## config.mk

```make
export PLATFORM = sky130hd
export DESIGN_NAME = apb_master
export DESIGN_NICKNAME = d
export VERILOG_FILES = /design/src/rtl/apb_master.sv
export SDC_FILE = /design/constraint.sdc
export NUM_CORES = 1
export LEC_CHECK = 0
export ABC_AREA = 1
export CAP_MARGIN = 40
export CORE_MARGIN = 1
export CORE_UTILIZATION = 40
export CTS_CLUSTER_DIAMETER = 80
export DETAILED_ROUTE_END_ITERATION = 10
export PLACE_DENSITY = 0.77
export SKIP_LAST_GASP = 1
export SYNTH_ARGS = -nofsm -noshare
export SYNTH_HDL_FRONTEND = slang
export SYNTH_SLANG_ARGS = --single-unit
```

## constraint.sdc

```tcl
create_clock -name PCLK -period 1.5 [get_ports PCLK]
set_input_delay 0.15 -clock PCLK [delete_from_list [all_inputs] [get_ports PCLK]]
set_output_delay 0.15 -clock PCLK [all_outputs]
set_load 0.02 [all_outputs]
```

## src/rtl/apb_master.sv

```systemverilog
// apb_master: turns a valid/ready command into one APB transfer, aborting a
//   transfer whose ACCESS phase waits TIMEOUT_CYCLES cycles without PREADY.
// Latency: accept in N, SETUP N+1, ACCESS N+2.., rsp_valid on the cycle after
//   the completing (or timing-out) ACCESS cycle.
// Backpressure: cmd_ready only in IDLE or on a completing ACCESS cycle;
//   rsp_valid is a one-cycle pulse with no backpressure.
// Ports:
//   PCLK, PRESETn                  clock, synchronous active-low reset
//   cmd_valid/cmd_ready            command handshake; cmd_write, cmd_addr, cmd_wdata
//   rsp_valid, rsp_rdata, rsp_err  completion pulse, read data, timeout flag
//   PSEL, PENABLE, PWRITE, PADDR, PWRDATA  registered APB request
//   PRDATA, PREADY                 APB completer response
module apb_master #(
  parameter int DATA_WIDTH     = 32,
  parameter int ADDR_WIDTH     = 32,
  parameter int TIMEOUT_CYCLES = 16
) (
  input  logic                  PCLK,
  input  logic                  PRESETn,
  input  logic                  cmd_valid,
  output logic                  cmd_ready,
  input  logic                  cmd_write,
  input  logic [ADDR_WIDTH-1:0] cmd_addr,
  input  logic [DATA_WIDTH-1:0] cmd_wdata,
  output logic                  rsp_valid,
  output logic [DATA_WIDTH-1:0] rsp_rdata,
  output logic                  rsp_err,
  output logic                  PSEL,
  output logic                  PENABLE,
  output logic                  PWRITE,
  output logic [ADDR_WIDTH-1:0] PADDR,
  output logic [DATA_WIDTH-1:0] PWRDATA,
  input  logic [DATA_WIDTH-1:0] PRDATA,
  input  logic                  PREADY
);

  localparam logic [1:0] S_IDLE   = 2'd0;
  localparam logic [1:0] S_SETUP  = 2'd1;
  localparam logic [1:0] S_ACCESS = 2'd2;

  // The timeout fires on the wait cycle that would bring the counter to
  // TIMEOUT_CYCLES, so compare against one less than the limit.
  localparam logic [7:0] TO_LAST = 8'(TIMEOUT_CYCLES - 1);

  logic [1:0]            r_state;
  logic [7:0]            r_wait_cnt;
  logic                  r_psel;
  logic                  r_penable;
  logic                  r_pwrite;
  logic [ADDR_WIDTH-1:0] r_paddr;
  logic [DATA_WIDTH-1:0] r_pwdata;
  logic                  r_rsp_valid;
  logic [DATA_WIDTH-1:0] r_rsp_rdata;
  logic                  r_rsp_err;

  logic                  w_is_idle;
  logic                  w_is_access;
  logic                  w_done;
  logic                  w_timeout;
  logic                  w_cmd_ready;
  logic                  w_accept;
  logic [1:0]            w_state_nxt;

  assign w_is_idle   = (r_state == S_IDLE);
  assign w_is_access = (r_state == S_ACCESS);
  assign w_done      = w_is_access && PREADY;
  // PREADY on the last allowed cycle wins over the timeout.
  assign w_timeout   = w_is_access && !PREADY && (r_wait_cnt == TO_LAST);
  // Gated by PRESETn so the handshake is closed while reset is held.
  assign w_cmd_ready = PRESETn && (w_is_idle || w_done);
  assign w_accept    = cmd_valid && w_cmd_ready;

  always_comb begin
    w_state_nxt = r_state;
    case (r_state)
      S_IDLE:   if (w_accept) w_state_nxt = S_SETUP;
      S_SETUP:  w_state_nxt = S_ACCESS;
      S_ACCESS: begin
        if (w_done)         w_state_nxt = w_accept ? S_SETUP : S_IDLE;
        else if (w_timeout) w_state_nxt = S_IDLE;
      end
      default:  w_state_nxt = S_IDLE;
    endcase
  end

  always_ff @(posedge PCLK) begin
    if (!PRESETn) begin
      r_state     <= S_IDLE;
      r_wait_cnt  <= '0;
      r_psel      <= 1'b0;
      r_penable   <= 1'b0;
      r_pwrite    <= 1'b0;
      r_paddr     <= '0;
      r_pwdata    <= '0;
      r_rsp_valid <= 1'b0;
      r_rsp_rdata <= '0;
      r_rsp_err   <= 1'b0;
    end else begin
      r_state   <= w_state_nxt;
      // Bus control is decoded from the next state so it leaves a flop.
      r_psel    <= (w_state_nxt != S_IDLE);
      r_penable <= (w_state_nxt == S_ACCESS);

      if (w_accept) begin
        r_pwrite <= cmd_write;
        r_paddr  <= cmd_addr;
        r_pwdata <= cmd_wdata;
      end

      if (r_state == S_SETUP) begin
        r_wait_cnt <= '0;
      end else if (w_is_access && !PREADY) begin
        r_wait_cnt <= r_wait_cnt + 8'd1;
      end

      r_rsp_valid <= w_done || w_timeout;
      if (w_done) begin
        r_rsp_err   <= 1'b0;
        r_rsp_rdata <= r_pwrite ? '0 : PRDATA;
      end else if (w_timeout) begin
        r_rsp_err   <= 1'b1;
        r_rsp_rdata <= '0;
      end
    end
  end

  assign cmd_ready = w_cmd_ready;
  assign rsp_valid = r_rsp_valid;
  assign rsp_rdata = r_rsp_rdata;
  assign rsp_err   = r_rsp_err;
  assign PSEL      = r_psel;
  assign PENABLE   = r_penable;
  assign PWRITE    = r_pwrite;
  assign PADDR     = r_paddr;
  assign PWRDATA   = r_pwdata;

endmodule

```

Yosys cells after proc, flatten, opt, wreduce, memory -nomap -nowiden
Index checks and enable logic that the tools add are counted.
{ "word_totals": {"register_bits": 111, "inputBits": 101, "output_inout_bits": 102} }
{ "op_classes": {"eq_ne": 4, "n_addsub": 1, "n_reduce_logical": 13, "n_mux": 8, "bitwise_logic": 1} }
{ "ops": {"columns": ["cell", "n"], "rows": [
  ["$mux W32", 3],
  ["$add A8 B1 Y8 const B", 1],
  ["$eq A8 B4 Y1 const B", 1],
  ["$mux W2", 3],
  ["$pmux W2 S3", 1],
  ["$logic_and A1 B1 Y1", 5],
  ["$eq A2 B2 Y1 const B", 2],
  ["$reduce_bool A2 Y1", 2],
  ["$reduce_or A2 Y1", 2],
  ["$eq A2 B1 Y1 const B", 1],
  ["$logic_not A2 Y1", 1],
  ["$logic_or A1 B1 Y1", 2],
  ["$logic_not A1 Y1", 1],
  ["$mux W1", 1],
  ["$not A1 Y1", 1]
]} }

Longest topological paths before layout
{ "depth": {"word_depth": 9, "ltp_mapped": 10} }

Least setup slack after synthesis
No wires, ideal clock.
{ "synth_path": {"path_type": "flip-flop to flip-flop", "start": "register r_wait_cnt[0]", "end": "register r_rsp_rdata[23] (netlist: rsp_rdata[23])", "setup_time_ps": 132, "period_less_slack_ps": 1377, "stages_incl_launch_ff": 8, "path_buffers": 1, "arrival_ps": 1244, "path_slack_ps": 123, "path_cell_list": "dfxtp_1 -> ha_1 -> nand3_1 -> nor2_2 -> nand2_1 -> buf_2 -> nand3_1 -> a21oi_1"} }
{ "synth_between": {"elab_chain_len": 3} }
{ "synth_rtl": {"columns": ["item", "line", "source"], "rows": [
  ["start: declaration", "46", "logic [7:0] r_wait_cnt;"],
  ["start signal: assignment", "113", "r_wait_cnt <= r_wait_cnt + 8'd1;"],
  ["$eq A8 B4 Y1", "68", "assign w_timeout = w_is_access && !PREADY && (r_wait_cnt == TO_LAST);"],
  ["$logic_and A1 B1 Y1", "68", null],
  ["$reduce_bool A2 Y1 (no line)", null, null],
  ["end signal: assignment", "119", "r_rsp_rdata <= r_pwrite ? '0 : PRDATA;"],
  ["end: declaration", "53", "logic [DATA_WIDTH-1:0] r_rsp_rdata;"]
]} }
No other way between the ends.
A chain may end at the register's enable or synchronous reset.

Final worst setup path
{ "layout_path": {"start": "register r_pwdata[17] (netlist: PWRDATA[17])", "end": "output PWRDATA[17]"} }
{ "layout_rtl": {"columns": ["item", "line", "source"], "rows": [
  ["start: declaration", "51", "logic [DATA_WIDTH-1:0] r_pwdata;"],
  ["start signal: assignment", "107", "r_pwdata <= cmd_wdata;"],
  ["end: declaration", "32", "output logic [DATA_WIDTH-1:0] PWRDATA,"]
]} }
No word-level cell between the ends.

==> key figures <==
Yosys
  – Yosys cell types: 21
  – Seq/Total Area, Yosys: 55.8%
  – Yosys reg bits: 111
  – Synthesis Warnings: 0
  – Avg Inst Size Synth: 7.85 um2
  – Post-synth net total: 609
  – Post-Syn Instances: 507
  – Cell Area, Synth: 0.00398 mm2

Die
  – Die area: 0.0104 mm2
  – Ports: 203
  – Core Box Area: 0.00968 mm2
  – Num rows: 36
  – Chip height: 102 um
  – Die Wd: 102 um
  – Initial Utilization: 41.1%

Place
  – Final HPWL DP: 7510 um
  – Dpl cells: 822
  – Port buffer count: 202
  – Routability cong.: 0.749

Power and ir drop
  – Sw Pwr: 1.41 mW
  – Pint: 4.27 mW
  – PD cells: 875 mW/mm2
  – Combinational power share: 15.6%
  – VDD IR max: 0.000601 V
  – Clock share of power: 29.7%
  – Lkg Pwr: 3.62 nW
  – Final Power: 5.67 mW
  – Sw Share: 24.8%
  – Sequential power share: 54.7%

Hold path
  – Class of the worst hold path: in -> reg
  – Hold Crit Depth: 3

Final layout
  – Nets@finish: 802
  – Area growth, synth to finish: 63.0%
  – Fill cell count: 812
  – Diode count: 0
  – Finished Layout Cells: 838
  – Commonest cells after routing, fill and taps aside: 185 x nand2_1, 115 x clkdlybuf4s50_1, 110 x dfxtp_1, 104 x a21oi_1, 72 x dlymetal6s2s_1
  – Layout cells sized above 1: 4.96%
  – Most common cell after layout, fill and taps aside: nand2_1
  – Fin util: 67.0%

Worst setup path
  – Critical path class: reg -> out
  – Worst setup EP type: primary output
  – Required time of the critical path: 1.35 ns
  – Critical path fanouts, max: 2
  – Worst path top cell family by delay: buffers and inverters
  – Startpoint Class: flip-flop
  – Slowest-stage cell, CP: clkdlybuf4s50_1
  – Worst path cell trace: clkdlybuf4s50_1
  – Critical Path Max Stage Delay: 0.61 ns
  – CP arrival: 1.31 ns
  – Crit path buf inv count: 1
  – Critical path depth: 1
  – FF-to-FF path depth: 7

Detailed routing
  – DR vias: 3,992
  – Vias per Instance: 4.76
  – Total wire length: 10,900 um
  – Antenna Violating Nets Remaining: 0
  – DR iter-0 viols: 60
  – Detailed Routing Iterations Pass 1: 7
  – WL/cell: 13.0 um
  – Residual DRC: 0

CTS
  – Clock Tree Buf Depth: 2
  – # H-tree levels: 3
  – Clock sink total: 111
  – # resized after CTS: 15
  – Clock latency at the later pin of the worst-skew pair: 0.36 ns
  – Setup repair bufs after CTS: 0
  – CTS tree: built
  – CTS buffer count: 9
  – Hold buffer count at CTS: 0
  – CTS clk-pin slew, worst paths: 0.10 ns
  – Clock Tree Root: clkbuf_8

Timing
  – Fmax: 0.684 GHz
  – Setup TNS Final: 0 ns
  – Final Hold Vio Count: 0
  – Max-slew violation count: 0
  – Fin crit share: 97.5%
  – Worst Tran Pin Value: 0.541 ns
  – Hold_ws: 0.335 ns
  – Min Tclk post-route: 1.46 ns
  – Worst rel slew slack: 64.0%
  – Setup violators final: 0
  – Skew final: 0.00739 ns
  – Unrepaired setup endpoints after global routing: no

Run status
  – Run status: finished clean

Global route
  – Vias in the first global route: 3,557
  – Largest net degree at the start of global routing: 67
  – Total grt overflow: 0
  – Initial antenna violation count: 0
  – GRT Overall Usage: 20.1%
  – First-pass GRT wire length: 16,300 um

Flow run
  – Max cap viols: 0
## tightest hold or removal path, stage by stage
cell and delay (ns):
clkdlybuf4s50_1 0.39, nand2_1 0.06, a21oi_1 0.05
## synthesized netlist by cell type
library cell | number | share of area [%]
nand4_1 | 2 | 0.31
inv_1 | 14 | 1.3
or2_2 | 1 | 0.16
clkbuf_1 | 15 | 1.4
buf_4 | 1 | 0.19
nand2_2 | 1 | 0.16
o21a_1 | 1 | 0.19
nand2_1 | 185 | 17
buf_2 | 12 | 1.5
nor2_1 | 7 | 0.66
inv_2 | 3 | 0.28
a21oi_1 | 104 | 13
xor2_1 | 1 | 0.22
o21ai_0 | 1 | 0.13
ha_1 | 1 | 0.31
dfxtp_1 | 111 | 56
nor3_1 | 1 | 0.13
buf_6 | 5 | 1.4
and3_1 | 1 | 0.16
nor2_2 | 1 | 0.16
nand3_1 | 39 | 4.9
## sequential cells by signal, indices dropped and copies added (netlist names)
name and count:
PADDR 32, PENABLE 1, PSEL 1, PWRDATA 32
PWRITE 1, r_state 2, r_wait_cnt 8, rsp_err 1
rsp_rdata 32, rsp_valid 1
## cell families after synthesis
kind of cell,Yosys count,share of synthesized area [%]
flip-flops,111,55.8
AND/OR/NAND/NOR,238,24.1
adder cells (fa/ha/maj),1,0.314
buffers and inverters,50,6.13
AO/OA/AOI/OAI,106,13.4
XOR/XNOR,1,0.220
## final timing paths
check / start / end / slack, ns
worst max-delay path: PWRDATA[17]$_SDFFE_PN0P_ / PWRDATA[17] / 0.04
worst min-delay path: cmd_addr[15] / PADDR[15]$_SDFFE_PN0P_ / 0.33
worst min register to register: rsp_err$_SDFFE_PP0P_ / rsp_err$_SDFFE_PP0P_ / 0.45
worst max register to register: r_wait_cnt[1]$_SDFFE_PP0P_ / rsp_rdata[21]$_SDFFE_PN0P_ / 0.13
## area by class of cell
class / instances / area, um2 / area share (%)
Inverter: 17 / 63.8 / 0.984
Sequential cell: 111 / 2220 / 34.3
Tap cell: 133 / 166 / 2.57
Clock inverter: 2 / 13.8 / 0.212
Clock buffer: 14 / 173 / 2.66
Timing Repair Buffer: 215 / 2330 / 35.9
Multi-Input combinational cell: 346 / 1520 / 23.4
## metrics by stage
stage / area (um2) / setup WS (ns)
2_1_floorplan: 3980 / 0.123
3_3_place_gp: 6140 / -0.147
3_5_place_dp: 6140 / -0.152
4_1_cts: 6300 / 0.000351
5_1_grt: 6490 / 0.00000222
6_report: 6490 / 0.0376
## metal layers
layer  vias up  track usage (%)  routed length [um]
li1       2022                -                   -
met1      1795             23.0                4520
met2       160             34.0                5130
met3        15             7.32                1040
met4         0             8.36                 176
met5         -                0                   0
## power by group through the flow
stage / logic (mW) / clock network (mW) / registers, mW
after CTS: 0.906 / 1.75 / 3.11
final: 0.884 / 1.69 / 3.10
after floorplan: 0.253 / 0 / 3.30
after global routing: 0.949 / 1.87 / 3.12
after detailed placement: 0.914 / 0 / 3.18
after global placement: 0.904 / 0 / 3.17
No activity file was read; power rests on OpenSTA's default activity.
==> patch 1 (config.mk and constraints unchanged) <==
Put one more register stage on the output `rsp_err`, with the module's reset. The value now appears one clock later. The other outputs are not delayed to match.
--- a/src/rtl/apb_master.sv
+++ b/src/rtl/apb_master.sv
@@ -127,7 +127,13 @@
   assign cmd_ready = w_cmd_ready;
   assign rsp_valid = r_rsp_valid;
   assign rsp_rdata = r_rsp_rdata;
-  assign rsp_err   = r_rsp_err;
+  always_ff @(posedge PCLK) begin
+    if (!PRESETn) begin
+      rsp_err <= '0;
+    end else begin
+      rsp_err <= r_rsp_err;
+    end
+  end
   assign PSEL      = r_psel;
   assign PENABLE   = r_penable;
   assign PWRITE    = r_pwrite;
Function: same outputs for any inputs over 10 cycles, from zero or initial values and one cycle with PRESETn low; that may be too few to reach the edited logic, so the function may still have changed.
==> patch 1 against the original RTL <==
- total power grew 0.60%
- largest power group unchanged
- sequential cell count is 1 higher
- critical path depth stayed put
- setup slack improved by 0.013 ns
- wire length is 7.3% higher
- design area is essentially flat
- area after synthesis up 0.63%
- register-to-register slack hardly changed
==> patch 1: results (changes against the original RTL) <==
Delay-heaviest family, CP -> buffers and inverters (unchanged)
Global Route Usage Sum -> 21.9% (was 20.1%)
Wire length per cell -> 13.9 um (was 13.0 um)
Peak supply drop -> 0.620 mV (was 0.601 mV)
Post-cts gate resize count -> 34 (was 15)
Clk Latency, worst-skew pair -> 0.36 ns (about the same)
Final Skew -> 0.00620 ns (was 0.00739 ns)
Most used DFF post-synth -> dfxtp_1 (unchanged)
Largest net degree at the start of global routing -> 67 (unchanged)
Top post-synthesis cells by area -> dfxtp_1 56%, nand2_1 17%, a21oi_1 13% (unchanged)
GPL Wtd Cong -> 0.750 (was 0.749)
Post-DP HPWL -> 8080 um (was 7510 um)
Layout cells sized above 1 -> 5.23% (was 4.96%)
Vias in the first global route -> 3800 (was 3557)
Total CTS buffers -> 9 (unchanged)
CP Max Fanout -> 1 (was 2)
Global-route wire length before repair -> 17600 um (was 16300 um)
Synth Net Count -> 612 (was 609)
Slew margin rel. -> 70.2% (was 64.0%)
Nets@finish -> 805 (was 802)
Most frequent cells after synthesis -> 186 x nand2_1, 112 x dfxtp_1, 104 x a21oi_1 (was 185 x nand2_1, 111 x dfxtp_1, 104 x a21oi_1)
Router iterations before antenna repair -> 4 (was 7)
Clock Pin Slew Worst Setup and Hold Paths -> 0.10 ns (about the same)
Leakage -> 0.00362 uW (about the same)
Fill count -> 834 (was 812)
1st-iter DRT viols -> 101 (was 60)
Diode count -> 0 (unchanged)
Sequential share of the synthesized area -> 56.0% (was 55.8%)
H-Tree Depth -> 3 (unchanged)
Count of different cell masters after synthesis -> 20 (was 21)
Status -> completed (unchanged)
Sw power -> 1420 uW (was 1410 uW)
DR vias -> 4059 (was 3992)
-- patch 1: stage by stage --
step | setup WS, ns | std cells | cell area [sq um]
after floorplan | 0.0707 | 510 | 4000
after global placement | -0.135 | 825 | 6170
after detailed placement | -0.134 | 825 | 6170
after CTS | 0.000516 | 841 | 6320
after global routing | 0.000490 | 841 | 6490
final | 0.0504 | 841 | 6490
-- patch 1: final timing paths --
kind	from	to	slack, ns
max	PSEL$_SDFF_PN0_	PSEL	0.05
min	cmd_addr[11]	PADDR[11]$_SDFFE_PN0P_	0.33
max reg2reg	r_wait_cnt[0]$_SDFFE_PP0P_	rsp_rdata[27]$_SDFFE_PN0P_	0.13
min reg2reg	r_rsp_err$_SDFFE_PP0P_	rsp_err$_SDFF_PN0_	0.43
-- patch 1: final cells by class --
cell class	instances	area share (%)
repair buffers	215	35.5
inverters	18	1.04
well taps	133	2.56
clock inverters	2	0.193
clock buffers	14	2.66
flip-flops and latches	112	34.6
multi-input cells	347	23.4
-- patch 1: metal layers --
layer / vias to the layer above / track usage (%) / wire [um]
li1: 2031 / - / -
met1: 1843 / 23.4 / 4490
met2: 162 / 37.5 / 5740
met3: 23 / 9.92 / 1170
met4: 0 / 8.79 / 258
met5: - / 0 / 0
-- patch 1: logic make-up (layout without fill, tap and decap cells) --
| logic type | Yosys count | after routing | share of synthesized area (%) |
|---|---|---|---|
| AND/OR/NAND/NOR | 239 | 239 | 24.0 |
| flip-flops | 112 | 112 | 56.0 |
| AO/OA/AOI/OAI | 106 | 106 | 13.3 |
| buffers and inverters | 51 | 249 | 6.19 |
| adder cells (fa/ha/maj) | 1 | 1 | 0.312 |
| XOR/XNOR | 1 | 1 | 0.219 |
-- patch 1: power by group through the flow --
stage / Clock, uW / Combinational [uW] / Sequential [uW]
after floorplan: 0 / 253 / 3330
final: 1690 / 886 / 3130
after global placement: 0 / 916 / 3200
after detailed placement: 0 / 925 / 3200
after CTS: 1750 / 904 / 3140
after global routing: 1870 / 958 / 3150
==> patch 2 (config.mk and constraints unchanged) <==
Without the edit above. `DATA_WIDTH`: 32 -> 48.
--- a/src/rtl/apb_master.sv
+++ b/src/rtl/apb_master.sv
@@ -11,7 +11,7 @@
 //   PSEL, PENABLE, PWRITE, PADDR, PWRDATA  registered APB request
 //   PRDATA, PREADY                 APB completer response
 module apb_master #(
-  parameter int DATA_WIDTH     = 32,
+  parameter int DATA_WIDTH     = 48,
   parameter int ADDR_WIDTH     = 32,
   parameter int TIMEOUT_CYCLES = 16
 ) (
Interface: changed (resized PRDATA, PWRDATA, cmd_wdata and rsp_rdata); port bits go from 203 to 267. No check against the original RTL was run, so the function may have changed too.
==> patch 2 against the original RTL <==
- sequential cell count is 32 higher
- setup slack improved by 0.057 ns
- maximum frequency rose by 4.1%
- combinational power rose by 30%
- die area is 30% higher
- via count increased by 30%
- design area is 31% higher
- wire length is 41% higher
- area after synthesis grew 30%
- total power rose by 54%
- clock power rose by 110%
==> patch 2: results (changes against the original RTL) <==
Status -> completed (unchanged)
Synth Net Count -> 782 (was 609)
Fill count -> 1111 (was 812)
Most frequent cells after synthesis -> 233 x nand2_1, 143 x dfxtp_1, 126 x a21oi_1 (was 185 x nand2_1, 111 x dfxtp_1, 104 x a21oi_1)
Final Skew -> 0.00632 ns (was 0.00739 ns)
Syn Area/Cell -> 8.01 sq um (was 7.85 sq um)
Layout cells sized above 1 -> 8.41% (was 4.96%)
#MultiIn Comb -> 442 (was 346)
Hold Startpoint -> cmd_wdata[32] (was cmd_addr[15])
Peak supply drop -> 0.809 mV (was 0.601 mV)
Fin Hold WS -> 0.288 ns (was 0.335 ns)
Max stage delay cell, worst path -> dlygate4sd2_1 (was clkdlybuf4s50_1)
Worst R2R End -> rsp_rdata[27]$_SDFFE_PN0P_ (was rsp_rdata[21]$_SDFFE_PN0P_)
Sequential share of the synthesized area -> 55.2% (was 55.8%)
Sequential cell area share -> 33.7% (was 34.3%)
Area of the multi-input gates -> 1990 sq um (was 1520 sq um)
Router iterations before antenna repair -> 6 (was 7)
Max incr delay on CP -> 0.32 ns (was 0.61 ns)
Crit path from -> r_state[0]$_SDFF_PN0_ (was PWRDATA[17]$_SDFFE_PN0P_)
Comb power -> 1150 uW (was 884 uW)
Total CTS buffers -> 17 (was 9)
Global-route wire length before repair -> 23400 um (was 16300 um)
Dpl cells -> 1071 (was 822)
Clk Latency, worst-skew pair -> 0.41 ns (was 0.36 ns)
Endpoint, Worst Hold -> PWRDATA[32]$_SDFFE_PN0P_ (was PADDR[15]$_SDFFE_PN0P_)
Total power density per cell area -> 1030 nW/um^2 (was 875 nW/um^2)
Placed Area -> 8140 sq um (was 6140 sq um)
Buffering overhead -> 33.6% (was 35.9%)
Vias in the first global route -> 4889 (was 3557)
Sw power -> 2100 uW (was 1410 uW)
GPL Wtd Cong -> 0.748 (was 0.749)
DR vias -> 5191 (was 3992)
CTS root buf -> clkbuf_16 (was clkbuf_8)
Highest Clock Rate -> 712 MHz (was 684 MHz)
Layout clock buffers -> 22 (was 14)
Wire length per cell -> 13.9 um (was 13.0 um)
Non-CTS buffers -> 297 (was 215)
Clk pwr share -> 41.0% (was 29.7%)
Nets@finish -> 1052 (was 802)
Worst setup endpoint -> cmd_ready (was PWRDATA[17])
1st-iter DRT viols -> 282 (was 60)
Top post-synthesis cells by area -> dfxtp_1 55%, nand2_1 17%, a21oi_1 12% (was dfxtp_1 56%, nand2_1 17%, a21oi_1 13%)
Count of different cell masters after synthesis -> 25 (was 21)
==> patch 2: stage by stage <==
step	utilization [%]	power, uW
floorplan	-	4590
finish	67.3	8730
global route	67.3	9090
CTS	67.2	8830
detailed placement	64.5	5320
global placement	64.5	5320
==> patch 2: repair_timing <==
| item | 4_1_cts | 5_1_grt |
|---|---|---|
| resized for setup | 130 | 7 |
| gates cloned | 0 | 0 |
| setup buffers | 0 | 0 |
| endpoints found under the setup margin | 130 | 43 |
==> patch 2: layer usage <==
metal | global-route usage [%] | part of all wire (%)
met3 | 11.1 | 12
met1 | 24.3 | 40
met4 | 8.97 | 1.0
met2 | 37.7 | 47
met5 | 0 | 0
==> patch 2: cells by family (layout without fill, tap and decap cells) <==
family                     Yosys count  in the layout  synth area share (%)
and+or+nand+nor                    302            302                  23.7
DFF                                143            143                  55.2
AOI/OAI and AO/OA                  138            138                  14.1
buffers and inverters               63            343                  6.61
adders and majority gates            1              1                 0.241
xor gates and xnor gates             1              1                 0.169
